## src/rtl/ifetch_unit_if.sv

```systemverilog
// ifetch_unit_if: fetch request, program-memory read bus and instruction
// handshake of the instruction fetch unit.
// master = the fetch unit, slave = its environment (PC stage, memory, decode).
// Optional macro IFETCH_TIMEOUT_EN adds the instr_err signal.
interface ifetch_unit_if #(
  parameter int DATA_WIDTH = 16,
  parameter int PC_WIDTH   = 16
);
  // fetch request from the PC stage
  logic                  fetch_req;
  logic [PC_WIDTH-1:0]   fetch_pc;
  logic                  flush;
  logic                  fetch_busy;
  // word-addressed program memory read bus
  logic                  mem_rd;
  logic [PC_WIDTH:0]     mem_addr;
  logic [DATA_WIDTH-1:0] mem_rdata;
  logic                  mem_rvalid;
  // instruction pair handshake towards decode
  logic                  instr_valid;
  logic                  instr_ready;
  logic [DATA_WIDTH-1:0] opcode;
  logic [DATA_WIDTH-1:0] operand;
`ifdef IFETCH_TIMEOUT_EN
  logic                  instr_err;
`endif

  modport master (
    input  fetch_req, fetch_pc, flush, mem_rdata, mem_rvalid, instr_ready,
`ifdef IFETCH_TIMEOUT_EN
    output instr_err,
`endif
    output fetch_busy, mem_rd, mem_addr, instr_valid, opcode, operand
  );

  modport slave (
    output fetch_req, fetch_pc, flush, mem_rdata, mem_rvalid, instr_ready,
`ifdef IFETCH_TIMEOUT_EN
    input  instr_err,
`endif
    input  fetch_busy, mem_rd, mem_addr, instr_valid, opcode, operand
  );
endinterface

```

## src/rtl/ifetch_unit.sv

```systemverilog
// ifetch_unit: reads the two-word instruction (opcode at {pc,0}, operand at
// {pc,1}) from program memory over a single-outstanding read bus and holds
// the pair for decode under a valid/ready handshake. Flush aborts an
// in-flight fetch, draining a read that is already on the bus.
// Optional macro IFETCH_TIMEOUT_EN: read-response timeout after
// TIMEOUT_CYCLES wait cycles, producing a zeroed pair flagged by instr_err.
module ifetch_unit #(
  parameter int DATA_WIDTH = 16,
  parameter int PC_WIDTH   = 16
`ifdef IFETCH_TIMEOUT_EN
  , parameter int TIMEOUT_CYCLES = 15
`endif
) (
  input  logic          clk,
  input  logic          reset,
  ifetch_unit_if.master bus
);

  typedef enum logic [2:0] {
    IDLE, ISSUE_OP, WAIT_OP, ISSUE_ARG, WAIT_ARG, HOLD, DRAIN
  } state_t;

  state_t                state_q, state_d;
  logic [PC_WIDTH-1:0]   pc_q, pc_d;
  logic [DATA_WIDTH-1:0] opcode_q, opcode_d;
  logic [DATA_WIDTH-1:0] operand_q, operand_d;

`ifdef IFETCH_TIMEOUT_EN
  localparam int CNT_W = (TIMEOUT_CYCLES < 16) ? 4 : $clog2(TIMEOUT_CYCLES + 1);
  logic [CNT_W-1:0] cnt_q, cnt_d;
  logic             err_q, err_d;
  logic             timeout;

  // last permitted wait cycle passed without a response
  assign timeout = (cnt_q == CNT_W'(TIMEOUT_CYCLES - 1)) && !bus.mem_rvalid;
`endif

  // next-state and datapath: flush wins over every other transition
  always_comb begin
    state_d   = state_q;
    pc_d      = pc_q;
    opcode_d  = opcode_q;
    operand_d = operand_q;
`ifdef IFETCH_TIMEOUT_EN
    err_d     = err_q;
`endif
    case (state_q)
      IDLE: begin
        if (bus.fetch_req && !bus.flush) begin
          pc_d    = bus.fetch_pc;
          state_d = ISSUE_OP;
        end
      end
      ISSUE_OP:  state_d = bus.flush ? IDLE : WAIT_OP;
      ISSUE_ARG: state_d = bus.flush ? IDLE : WAIT_ARG;
      WAIT_OP: begin
        // a response arriving with the flush completes the read: nothing to drain
        if (bus.flush) begin
          state_d = bus.mem_rvalid ? IDLE : DRAIN;
        end else if (bus.mem_rvalid) begin
          opcode_d = bus.mem_rdata;
          state_d  = ISSUE_ARG;
        end
`ifdef IFETCH_TIMEOUT_EN
        else if (timeout) begin
          opcode_d  = '0;
          operand_d = '0;
          err_d     = 1'b1;
          state_d   = HOLD;
        end
`endif
      end
      WAIT_ARG: begin
        if (bus.flush) begin
          state_d = bus.mem_rvalid ? IDLE : DRAIN;
        end else if (bus.mem_rvalid) begin
          operand_d = bus.mem_rdata;
          state_d   = HOLD;
        end
`ifdef IFETCH_TIMEOUT_EN
        else if (timeout) begin
          opcode_d  = '0;
          operand_d = '0;
          err_d     = 1'b1;
          state_d   = HOLD;
        end
`endif
      end
      HOLD: begin
        if (bus.flush) begin
          state_d = IDLE;
        end else if (bus.instr_ready) begin
`ifdef IFETCH_TIMEOUT_EN
          err_d = 1'b0;
`endif
          // handover: the next request is taken in the same cycle
          if (bus.fetch_req) begin
            pc_d    = bus.fetch_pc;
            state_d = ISSUE_OP;
          end else begin
            state_d = IDLE;
          end
        end
      end
      DRAIN: begin
        if (bus.mem_rvalid) begin
          state_d = IDLE;
        end
`ifdef IFETCH_TIMEOUT_EN
        else if (timeout) begin
          state_d = IDLE;
        end
`endif
      end
      default: state_d = IDLE;
    endcase
`ifdef IFETCH_TIMEOUT_EN
    if (bus.flush) begin
      err_d = 1'b0;
    end
    // wait counter restarts on every state entry
    cnt_d = '0;
    if ((state_q == WAIT_OP || state_q == WAIT_ARG || state_q == DRAIN) &&
        (state_d == state_q)) begin
      cnt_d = cnt_q + 1'b1;
    end
`endif
  end

  // state and datapath registers; reset abandons any read without draining
  always_ff @(posedge clk) begin
    if (reset) begin
      state_q   <= IDLE;
      pc_q      <= '0;
      opcode_q  <= '0;
      operand_q <= '0;
`ifdef IFETCH_TIMEOUT_EN
      cnt_q     <= '0;
      err_q     <= 1'b0;
`endif
    end else begin
      state_q   <= state_d;
      pc_q      <= pc_d;
      opcode_q  <= opcode_d;
      operand_q <= operand_d;
`ifdef IFETCH_TIMEOUT_EN
      cnt_q     <= cnt_d;
      err_q     <= err_d;
`endif
    end
  end

  // read strobe is cut by flush in the same cycle so no read escapes
  assign bus.mem_rd      = ((state_q == ISSUE_OP) || (state_q == ISSUE_ARG)) && !bus.flush;
  assign bus.mem_addr    = (state_q == ISSUE_OP)  ? {pc_q, 1'b0} :
                           (state_q == ISSUE_ARG) ? {pc_q, 1'b1} : '0;
  assign bus.fetch_busy  = (state_q != IDLE);
  assign bus.instr_valid = (state_q == HOLD);
  assign bus.opcode      = opcode_q;
  assign bus.operand     = operand_q;
`ifdef IFETCH_TIMEOUT_EN
  assign bus.instr_err   = err_q;
`endif

endmodule

```

## src/flat_wrapper.sv

```systemverilog
// flat-port wrapper written by rule: the top's interface ports become plain ports
module ifetch_unit_flat 
#(
  parameter int DATA_WIDTH = 16,
  parameter int PC_WIDTH   = 16

)
  (clk, reset, bus_fetch_req, bus_fetch_pc, bus_flush, bus_mem_rdata, bus_mem_rvalid, bus_instr_ready, bus_fetch_busy, bus_mem_rd, bus_mem_addr, bus_instr_valid, bus_opcode, bus_operand);
  ifetch_unit_if #(.DATA_WIDTH(DATA_WIDTH), .PC_WIDTH(PC_WIDTH)) bus_i ();
  input  logic clk;
  input  logic reset;
  input wire logic [$bits(bus_i.fetch_req)-1:0] bus_fetch_req;
  input wire logic [$bits(bus_i.fetch_pc)-1:0] bus_fetch_pc;
  input wire logic [$bits(bus_i.flush)-1:0] bus_flush;
  input wire logic [$bits(bus_i.mem_rdata)-1:0] bus_mem_rdata;
  input wire logic [$bits(bus_i.mem_rvalid)-1:0] bus_mem_rvalid;
  input wire logic [$bits(bus_i.instr_ready)-1:0] bus_instr_ready;
  output wire logic [$bits(bus_i.fetch_busy)-1:0] bus_fetch_busy;
  output wire logic [$bits(bus_i.mem_rd)-1:0] bus_mem_rd;
  output wire logic [$bits(bus_i.mem_addr)-1:0] bus_mem_addr;
  output wire logic [$bits(bus_i.instr_valid)-1:0] bus_instr_valid;
  output wire logic [$bits(bus_i.opcode)-1:0] bus_opcode;
  output wire logic [$bits(bus_i.operand)-1:0] bus_operand;
  assign bus_i.fetch_req = bus_fetch_req;
  assign bus_i.fetch_pc = bus_fetch_pc;
  assign bus_i.flush = bus_flush;
  assign bus_i.mem_rdata = bus_mem_rdata;
  assign bus_i.mem_rvalid = bus_mem_rvalid;
  assign bus_i.instr_ready = bus_instr_ready;
  assign bus_fetch_busy = bus_i.fetch_busy;
  assign bus_mem_rd = bus_i.mem_rd;
  assign bus_mem_addr = bus_i.mem_addr;
  assign bus_instr_valid = bus_i.instr_valid;
  assign bus_opcode = bus_i.opcode;
  assign bus_operand = bus_i.operand;
  ifetch_unit #(.DATA_WIDTH(DATA_WIDTH), .PC_WIDTH(PC_WIDTH)) u_core (.clk(clk), .reset(reset), .bus(bus_i));
endmodule
```

## config.mk

```make
export PLATFORM = sky130hd
export DESIGN_NAME = ifetch_unit_flat
export DESIGN_NICKNAME = d
export VERILOG_FILES = /design/src/rtl/ifetch_unit_if.sv /design/src/rtl/ifetch_unit.sv /design/src/flat_wrapper.sv
export SDC_FILE = /design/constraint.sdc
export NUM_CORES = 1
export LEC_CHECK = 0
export CAP_MARGIN = 20
export CORE_MARGIN = 2
export CORE_UTILIZATION = 42
export DETAILED_ROUTE_END_ITERATION = 12
export PLACE_DENSITY = 0.87
export SYNTH_ARGS = -nofsm -noshare
export SYNTH_HDL_FRONTEND = slang
export SYNTH_SLANG_ARGS = --single-unit
```

## constraint.sdc

```tcl
create_clock -name clk -period 1.6 [get_ports clk]
set_clock_uncertainty 0.05 [all_clocks]
set_input_delay 0.32 -clock clk [delete_from_list [all_inputs] [get_ports clk]]
set_output_delay 0.32 -clock clk [all_outputs]
set_load 0.02 [all_outputs]
```

==> results of run 1 <==
-- worst paths after layout --
kind | to | slack, ns | cells after the start
worst max register to register | u_core.pc_q[6] | 0.02 | 7
worst min-delay path | u_core.state_q[2] | 0.31 | 4
worst max-delay path | bus_mem_addr[0] | -0.07 | 4
worst min register to register | u_core.bus.opcode[14] | 0.41 | 2
-- routing by layer --
layer	share of wire [%]	vias up	global-route usage [%]	wire, µm
met5	0	-	0	0
met4	1.6	0	10.5	97
met3	5.4	7	5.03	326
met2	52	58	35.4	3130
met1	41	958	23.4	2450
li1	-	986	-	-
-- worst max-delay path: stages (launching register included) --
cell and delay, ns:
dfxtp_2 0.34, nor2b_4 0.23, buf_6 0.15, and2_4 0.15, buf_6 0.11
-- kinds of logic after synthesis --
logic type,after synthesis
AO/OA/AOI/OAI,32
adder cells (fa/ha/maj),1
flip-flops,51
XOR/XNOR,1
buffers and inverters,20
multiplexers,32
AND/OR/NAND/NOR,101
-- power breakdown --
group          switching (mW)  internal (mW)  total, mW
Sequential             0.0748           1.39       1.46
Clock                   0.448          0.316      0.764
Combinational           0.733          0.771       1.50
Total                    1.26           2.47       3.73
-- registers in the layout, summed over array words and instances (netlist names) --
name	cells
u_core.bus.operand	16
u_core.state_q	3
u_core.pc_q	16
u_core.bus.opcode	16
-- cells in the final DEF (no fill, tap or decap), drive strengths merged --
cell type / Yosys / routed
clkinv: 0 / 1
xnor2: 1 / 1
a31oi: 1 / 1
clkinvlp: 0 / 1
buf: 10 / 42
nor2: 37 / 37
o21ai: 1 / 1
o31ai: 1 / 1
o211ai: 1 / 1
o32ai: 1 / 1
a21oi: 21 / 21
inv: 2 / 3
and2: 17 / 17
maj3: 1 / 1
or2: 2 / 2
a32oi: 1 / 1
o32a: 2 / 2
dfxtp: 51 / 51
nand4b: 1 / 1
nand3: 2 / 2
nand4bb: 1 / 1
clkbuf: 8 / 6
and3: 2 / 2
dlygate4sd2: 0 / 32
o221ai: 1 / 1
nor2b: 3 / 3
nand2: 34 / 34
and2b: 1 / 1
a2bb2oi: 2 / 2
dlymetal6s2s: 0 / 1
mux2i: 32 / 32
nand2b: 1 / 1
clkdlybuf4s50: 0 / 35
-- per-stage QoR --
stage / instance area, µm² / setup slack, ns
3_3_place_gp: 3190 / -0.284
6_report: 3410 / -0.0655
5_1_grt: 3410 / -0.114
3_5_place_dp: 3190 / -0.290
4_1_cts: 3310 / -0.0471
2_1_floorplan: 2160 / 0.00612
-- repair_timing --
| item | 4_1_cts | 5_1_grt |
|---|---|---|
| setup endpoints to repair | 52 | 31 |
| endpoints found under the hold margin | 0 | 0 |
| pin swaps | 6 | 7 |
| gates cloned | 2 | 2 |
| setup buffers | 1 | 2 |
| gates resized for setup | 163 | 19 |
-- final cells by class --
class | count | area, µm² | share of cell area, %
clock buffers | 5 | 68.8 | 2.02
well taps | 70 | 87.6 | 2.57
multi-input cells | 167 | 1080 | 31.6
clock inverters | 3 | 23.8 | 0.698
flip-flops and latches | 51 | 1030 | 30.1
inverters | 2 | 7.51 | 0.220
repair buffers | 111 | 1120 | 32.8
==> metrics.log, run 1 <==
[metrics] status: finished, violations left
[metrics] failing checks: negative setup slack
[metrics] most common cell in the synthesized netlist: dfxtp_1
[metrics] detailed-route wire length per cell: about 15 µm
[metrics] die extent in x: 75.6 µm
[metrics] power density cells: 1100 nW/µm²
[metrics] count of buffers inserted at the top-level ports: 89
[metrics] synthesis-stage register bit count: 51
[metrics] largest family of logic cells by synthesized area: simple AND/OR/NAND/NOR gates
[metrics] Worst Setup Slack, final: -0.0655 ns
[metrics] die area: 5710 µm²
[metrics] crit path max fanout: 5
[metrics] CTS buffer count: 5
[metrics] placer congestion estimate: 0.819
[metrics] beginning of the worst hold path: reset
[metrics] share of the core filled with cells: between 60% and 70%
[metrics] remaining routing DRC violations: 0
[metrics] crit path launch type: flip-flop
[metrics] number of vias after detailed routing: 2009
[metrics] synthesized netlist cell count: roughly 240
[metrics] cell type with the largest total area after synthesis: dfxtp_1
[metrics] synth-to-layout area growth: 58.3%
[metrics] number of antenna violations at the first check in global routing: 0
[metrics] largest cells by area after synthesis: dfxtp_1, mux2i_1, nor2_1
[metrics] Max Clock Freq: 600 MHz
[metrics] number of levels the H-tree was split into: 2
[metrics] post-route minimum period: 1.67 ns
[metrics] share of layout cells above drive strength 1: a little under a quarter
[metrics] share of synthesized cell area in full adder, half adder and majority cells: 0.465%
[metrics] path class of the lowest-slack min-delay path: input pin to flip-flop
[metrics] HPWL after detailed placement: 3.91 mm
[metrics] total leakage power: 1.69 nW
[metrics] number of max-cap violations: 0
[metrics] Least-Margin Pin Slew: 0.343 ns
[metrics] max_slew headroom: 77.1%
[metrics] post-layout total power: 3.73 mW
[metrics] Congestion Overflow GR: 0
[metrics] share of synthesized registers carrying an async set or reset: 0%
[metrics] WP data required: roughly 1.2 ns
[metrics] CTS tree: yes
[metrics] crit end category: primary output
[metrics] most frequently used flop master after synthesis: dfxtp_1
[metrics] worst skew pair latency: 0.31 ns
[metrics] Post-layout nets: 376
[metrics] post-placement cell count: around 390
[metrics] placeable core area: 5010 µm²
[metrics] effective utilization at floorplan: a little over two fifths
[metrics] Syn Std Cell Area: 2150 µm²
[metrics] number of vias per cell: 4.91
[metrics] RSZ-0062 raised after global routing: true
[metrics] number of violations reported at the end of detailed-routing iteration 0: 86
[metrics] share of synthesized area occupied by flip-flops and latches: 47.4%
[metrics] syn nets: roughly 280
[metrics] Sinks on Clock Net: 51
[metrics] Yosys warning count: 0
[metrics] Commonest cells post-synth: dfxtp_1, nor2_1, nand2_1
[metrics] share of the synthesized netlist area taken by xor and xnor gates: 0.407%
[metrics] clock input transition at the sequential cells of the worst setup and hold paths: around 0.10 ns
[metrics] wire length of the first global-routing pass: slightly below 9 mm
[metrics] proportion of netlist area held by the largest area contributor: 47.4%
[metrics] Critical path origin: u_core.state_q[0]
[metrics] I/O pin cnt: 90
[metrics] mean cell area of the mapped netlist: 9.04 µm²
[metrics] area fraction in compound gates after synthesis: 9.71%
[metrics] distinct cell type count after synthesis: 35
[metrics] arrival time at the worst endpoint: 1.30 ns
[metrics] crit share post-route: 104%
[metrics] final antenna-violating net count: 0
[metrics] die height: 75.6 µm
[metrics] Hold Violations, Final: 0
[metrics] via count of the first global-routing pass: 1900
[metrics] portion of netlist area occupied by mux cells: 14.9%
[metrics] Root Driver: clkbuf_8
[metrics] pin count of the biggest net entering global routing: 33
[metrics] Slew Limit Fails: 0
[metrics] WS Path Type: flip-flop to primary output
[metrics] setup TNS after final layout: -0.939 ns
[metrics] Core Rows: 26
[metrics] total of fill cells in the finished design: 442
[metrics] first-pass detailed-route iteration total: 4
[metrics] Max IR drop VDD: 0.000671 V
[metrics] clock tree buffer depth: 2
[metrics] cts hold-fix bufs: 0
[metrics] hold_ws: 0.311 ns
[metrics] worst reg2reg path startpoint: u_core.state_q[2]
[metrics] number of enable flip-flop cells after synthesis: 0
[metrics] count of final setup violators: 18
[metrics] total global-route track usage: about 20%
[metrics] Post-Synth Simple-Gate Area: around 22%
[metrics] number of diodes added for antenna fixing: 0
[metrics] number of cells in the finished layout apart from fillers: 409
[metrics] total wire length: 6.00 mm
Power figures use the tool's default switching activity.
==> inputs of run 2 (changes only) <==
- CORE_UTILIZATION: 42 -> 60
- DONT_BUFFER_PORTS: default -> 1
- PLACE_DENSITY: 0.87 -> 0.84
- REMOVE_ABC_BUFFERS: default -> 1
- SKIP_CTS_REPAIR_TIMING: default -> 1
==> run 2 against run 1 <==
The run still ends with negative setup slack left. Critical endpoint is now bus_mem_rd. Total power fell by 16%. Die area down 29%. Register-to-register slack improved by 0.05 ns. Hold slack got worse by 0.29 ns. Non-clock buffer count shrank 98. Setup slack improved by 0.026 ns. Cell count fell by 30%. Clock-buffer cell count rose by 2. First-iteration DRC count up 16%. Final area decreased by 30%. Largest power group is now registers.
==> metrics.log, run 2 (synthesized netlist as in run 1, its figures left out) <==
[metrics] status: finished, violations left (unchanged)
[metrics] failing checks: negative setup slack (unchanged)
[metrics] clock tree buffer depth: 2 (unchanged)
[metrics] number of diodes added for antenna fixing: 0 (unchanged)
[metrics] via count of the first global-routing pass: 1470 (was 1900)
[metrics] number of antenna violations at the first check in global routing: 0 (unchanged)
[metrics] Worst Setup Slack, final: -0.0393 ns (was -0.0655 ns)
[metrics] Slew Limit Fails: 0 (unchanged)
[metrics] I/O pin cnt: 90 (unchanged)
[metrics] worst path cell trace: nor2b_4, buf_12, nor2b_1, buf_4 (was nor2b_4, buf_6, and2_4, buf_6)
[metrics] number of max-cap violations: 0 (unchanged)
[metrics] HPWL after detailed placement: 2.90 mm (was 3.91 mm)
[metrics] worst reg2reg path startpoint: u_core.state_q[2] (unchanged)
[metrics] max_slew headroom: 74.6% (was 77.1%)
[metrics] Final Cell Area: 2370 µm² (was 3410 µm²)
[metrics] family with the most delay on the worst path: flip-flops (was simple AND/OR/NAND/NOR gates)
[metrics] commonest cells after routing, fill and taps aside: dfxtp_1, nor2_1, nand2_1, mux2i_1, a21oi_1 (was dfxtp_1, nor2_1, clkdlybuf4s50_1)
[metrics] standard cell with the maximum stage delay on the critical path: dfxtp_2 (unchanged)
[metrics] wire length of the first global-routing pass: 6.78 mm (was 8.74 mm)
[metrics] die area: 4080 µm² (was 5710 µm²)
[metrics] Post-layout nets: 278 (was 376)
[metrics] capturing instance or port of the critical path: bus_mem_rd (was bus_mem_addr[0])
[metrics] WP data required: 1.23 ns (about the same)
[metrics] count of final setup violators: 1 (was 18)
[metrics] Max Clock Freq: 610 MHz (was 600 MHz)
[metrics] path class of the lowest-slack min-delay path: input pin to flip-flop (unchanged)
[metrics] placeable core area: 3390 µm² (was 5010 µm²)
[metrics] post-route minimum period: 1.64 ns (was 1.67 ns)
[metrics] number of levels the H-tree was split into: 2 (unchanged)
[metrics] placer congestion estimate: 0.849 (was 0.819)
[metrics] logic depth of the worst register-to-register path: 5 (was 7)
[metrics] die height: 63.9 µm (was 75.6 µm)
[metrics] cell count along the critical path: 4 (unchanged)
[metrics] die extent in x: 63.9 µm (was 75.6 µm)
[metrics] share of layout cells above drive strength 1: 19.1% (was 23.0%)
[metrics] synth-to-layout area growth: 10.2% (was 58.3%)
[metrics] number of vias after detailed routing: 1577 (was 2009)
[metrics] number of vias per cell: 5.49 (was 4.91)
[metrics] clock input transition at the sequential cells of the worst setup and hold paths: 0.14 ns (was 0.10 ns)
[metrics] number of violations reported at the end of detailed-routing iteration 0: 100 (was 86)
[metrics] power density cells: 1320 nW/µm² (was 1100 nW/µm²)
[metrics] total wire length: 4.31 mm (was 6.00 mm)
[metrics] crit path max fanout: 19 (was 5)
[metrics] count of buffers inserted at the top-level ports: 0 (was 89)
[metrics] pin count of the biggest net entering global routing: 52 (was 33)
[metrics] reg-to-reg endpoint: u_core.state_q[2] (was u_core.pc_q[6])
[metrics] arrival time at the worst endpoint: 1.27 ns (was 1.30 ns)
[metrics] final antenna-violating net count: 0 (unchanged)
[metrics] remaining routing DRC violations: 0 (unchanged)
[metrics] count of buffering cells on the critical path with inverters included: 2 (unchanged)
[metrics] Congestion Overflow GR: 0 (unchanged)
[metrics] total global-route track usage: 21.3% (was 20.5%)
[metrics] Root Driver: clkbuf_4 (was clkbuf_8)
[metrics] Core Rows: 21 (was 26)
[metrics] WS Path Type: flip-flop to primary output (unchanged)
[metrics] Hold Violations, Final: 0 (unchanged)
[metrics] worst skew pair latency: 0.36 ns (was 0.31 ns)
[metrics] crit share post-route: 102% (was 104%)
[metrics] RSZ-0062 raised after global routing: true (unchanged)
[metrics] Least-Margin Pin Slew: 0.380 ns (was 0.343 ns)
[metrics] total leakage power: 1.07 nW (was 1.69 nW)
[metrics] Max IR drop VDD: 0.000733 V (was 0.000671 V)
[metrics] Critical path origin: u_core.state_q[0] (unchanged)
[metrics] CTS tree: yes (unchanged)
[metrics] crit end category: primary output (unchanged)
[metrics] most common cell after layout, fill and taps aside: dfxtp_1 (unchanged)
[metrics] first-pass detailed-route iteration total: 4 (unchanged)
[metrics] detailed-route wire length per cell: 15.0 µm (was 14.7 µm)
[metrics] crit path launch type: flip-flop (unchanged)
[metrics] setup TNS after final layout: -0.0393 ns (was -0.939 ns)
[metrics] critical path's largest stage delay: 0.35 ns (was 0.34 ns)
[metrics] area post-placement: 2190 µm² (was 3190 µm²)
[metrics] Register-to-Register Setup Slack: 0.07 ns (was 0.02 ns)
[metrics] Sinks on Clock Net: 51 (unchanged)
[metrics] effective utilization at floorplan: 63.5% (was 43.0%)
[metrics] CTS buffer count: 5 (unchanged)
==> run 2: cell count changes in the layout (fill, tap and decap cells not counted), sizes merged <==
cell,previous run,this run
clkinvlp,1,0
dlygate4sd3,0,2
clkdlybuf4s50,35,0
buf,42,11
clkbuf,6,7
dlygate4sd2,32,0
inv,3,2
dlymetal6s2s,1,0
==> run 2: layout make-up <==
class | instances | area, µm²
Clock buffer | 7 | 55.1
Clock inverter | 1 | 8.76
Fill cell | 265 | 1020
Inverter | 2 | 7.51
Multi-Input combinational cell | 167 | 1060
Sequential cell | 51 | 1020
Tap cell | 46 | 57.6
Timing Repair Buffer | 13 | 156
==> run 2: per-stage QoR <==
step | hold WS [ns] | worst slack (ns) | utilization [%] | instances | power, mW
after floorplan | 0.339 | -0.317 | - | 220 | 2.14
after global placement | 0.344 | -0.102 | 64.5 | 274 | 2.34
after detailed placement | 0.347 | -0.177 | 64.5 | 274 | 2.36
after CTS | -0.0605 | -0.625 | 66.4 | 282 | 2.97
after global routing | 0.00588 | -0.101 | 70.0 | 287 | 3.28
final | 0.0197 | -0.0393 | 70.0 | 287 | 3.12
==> run 2: report_power, final <==
part | internal (mW) | switching (mW) | total, mW
combinational | 0.475 | 0.535 | 1.01
sequential | 1.39 | 0.116 | 1.50
clock | 0.219 | 0.391 | 0.610
total | 2.08 | 1.04 | 3.12
==> run 2: how the worst min path moves through the flow <==
stage	slack (ns)	from	to	cells after the start
6_report	0.02	bus_mem_rdata[10]	u_core.bus.opcode[10]	2
3_5_place_dp	0.35	reset	u_core.pc_q[13]	1
2_1_floorplan	0.34	reset	u_core.bus.opcode[0]	1
4_1_cts	-0.06	reset	u_core.pc_q[13]	1
3_3_place_gp	0.34	reset	u_core.bus.opcode[3]	1
5_1_grt	0.006	bus_mem_rdata[2]	u_core.bus.opcode[2]	2
==> run 2: layer usage <==
layer  track usage, %  part of all wire (%)
met1             24.3                    41
met2             36.3                    49
met3             9.15                   8.2
met4             5.71                   1.7
met5                0                     0
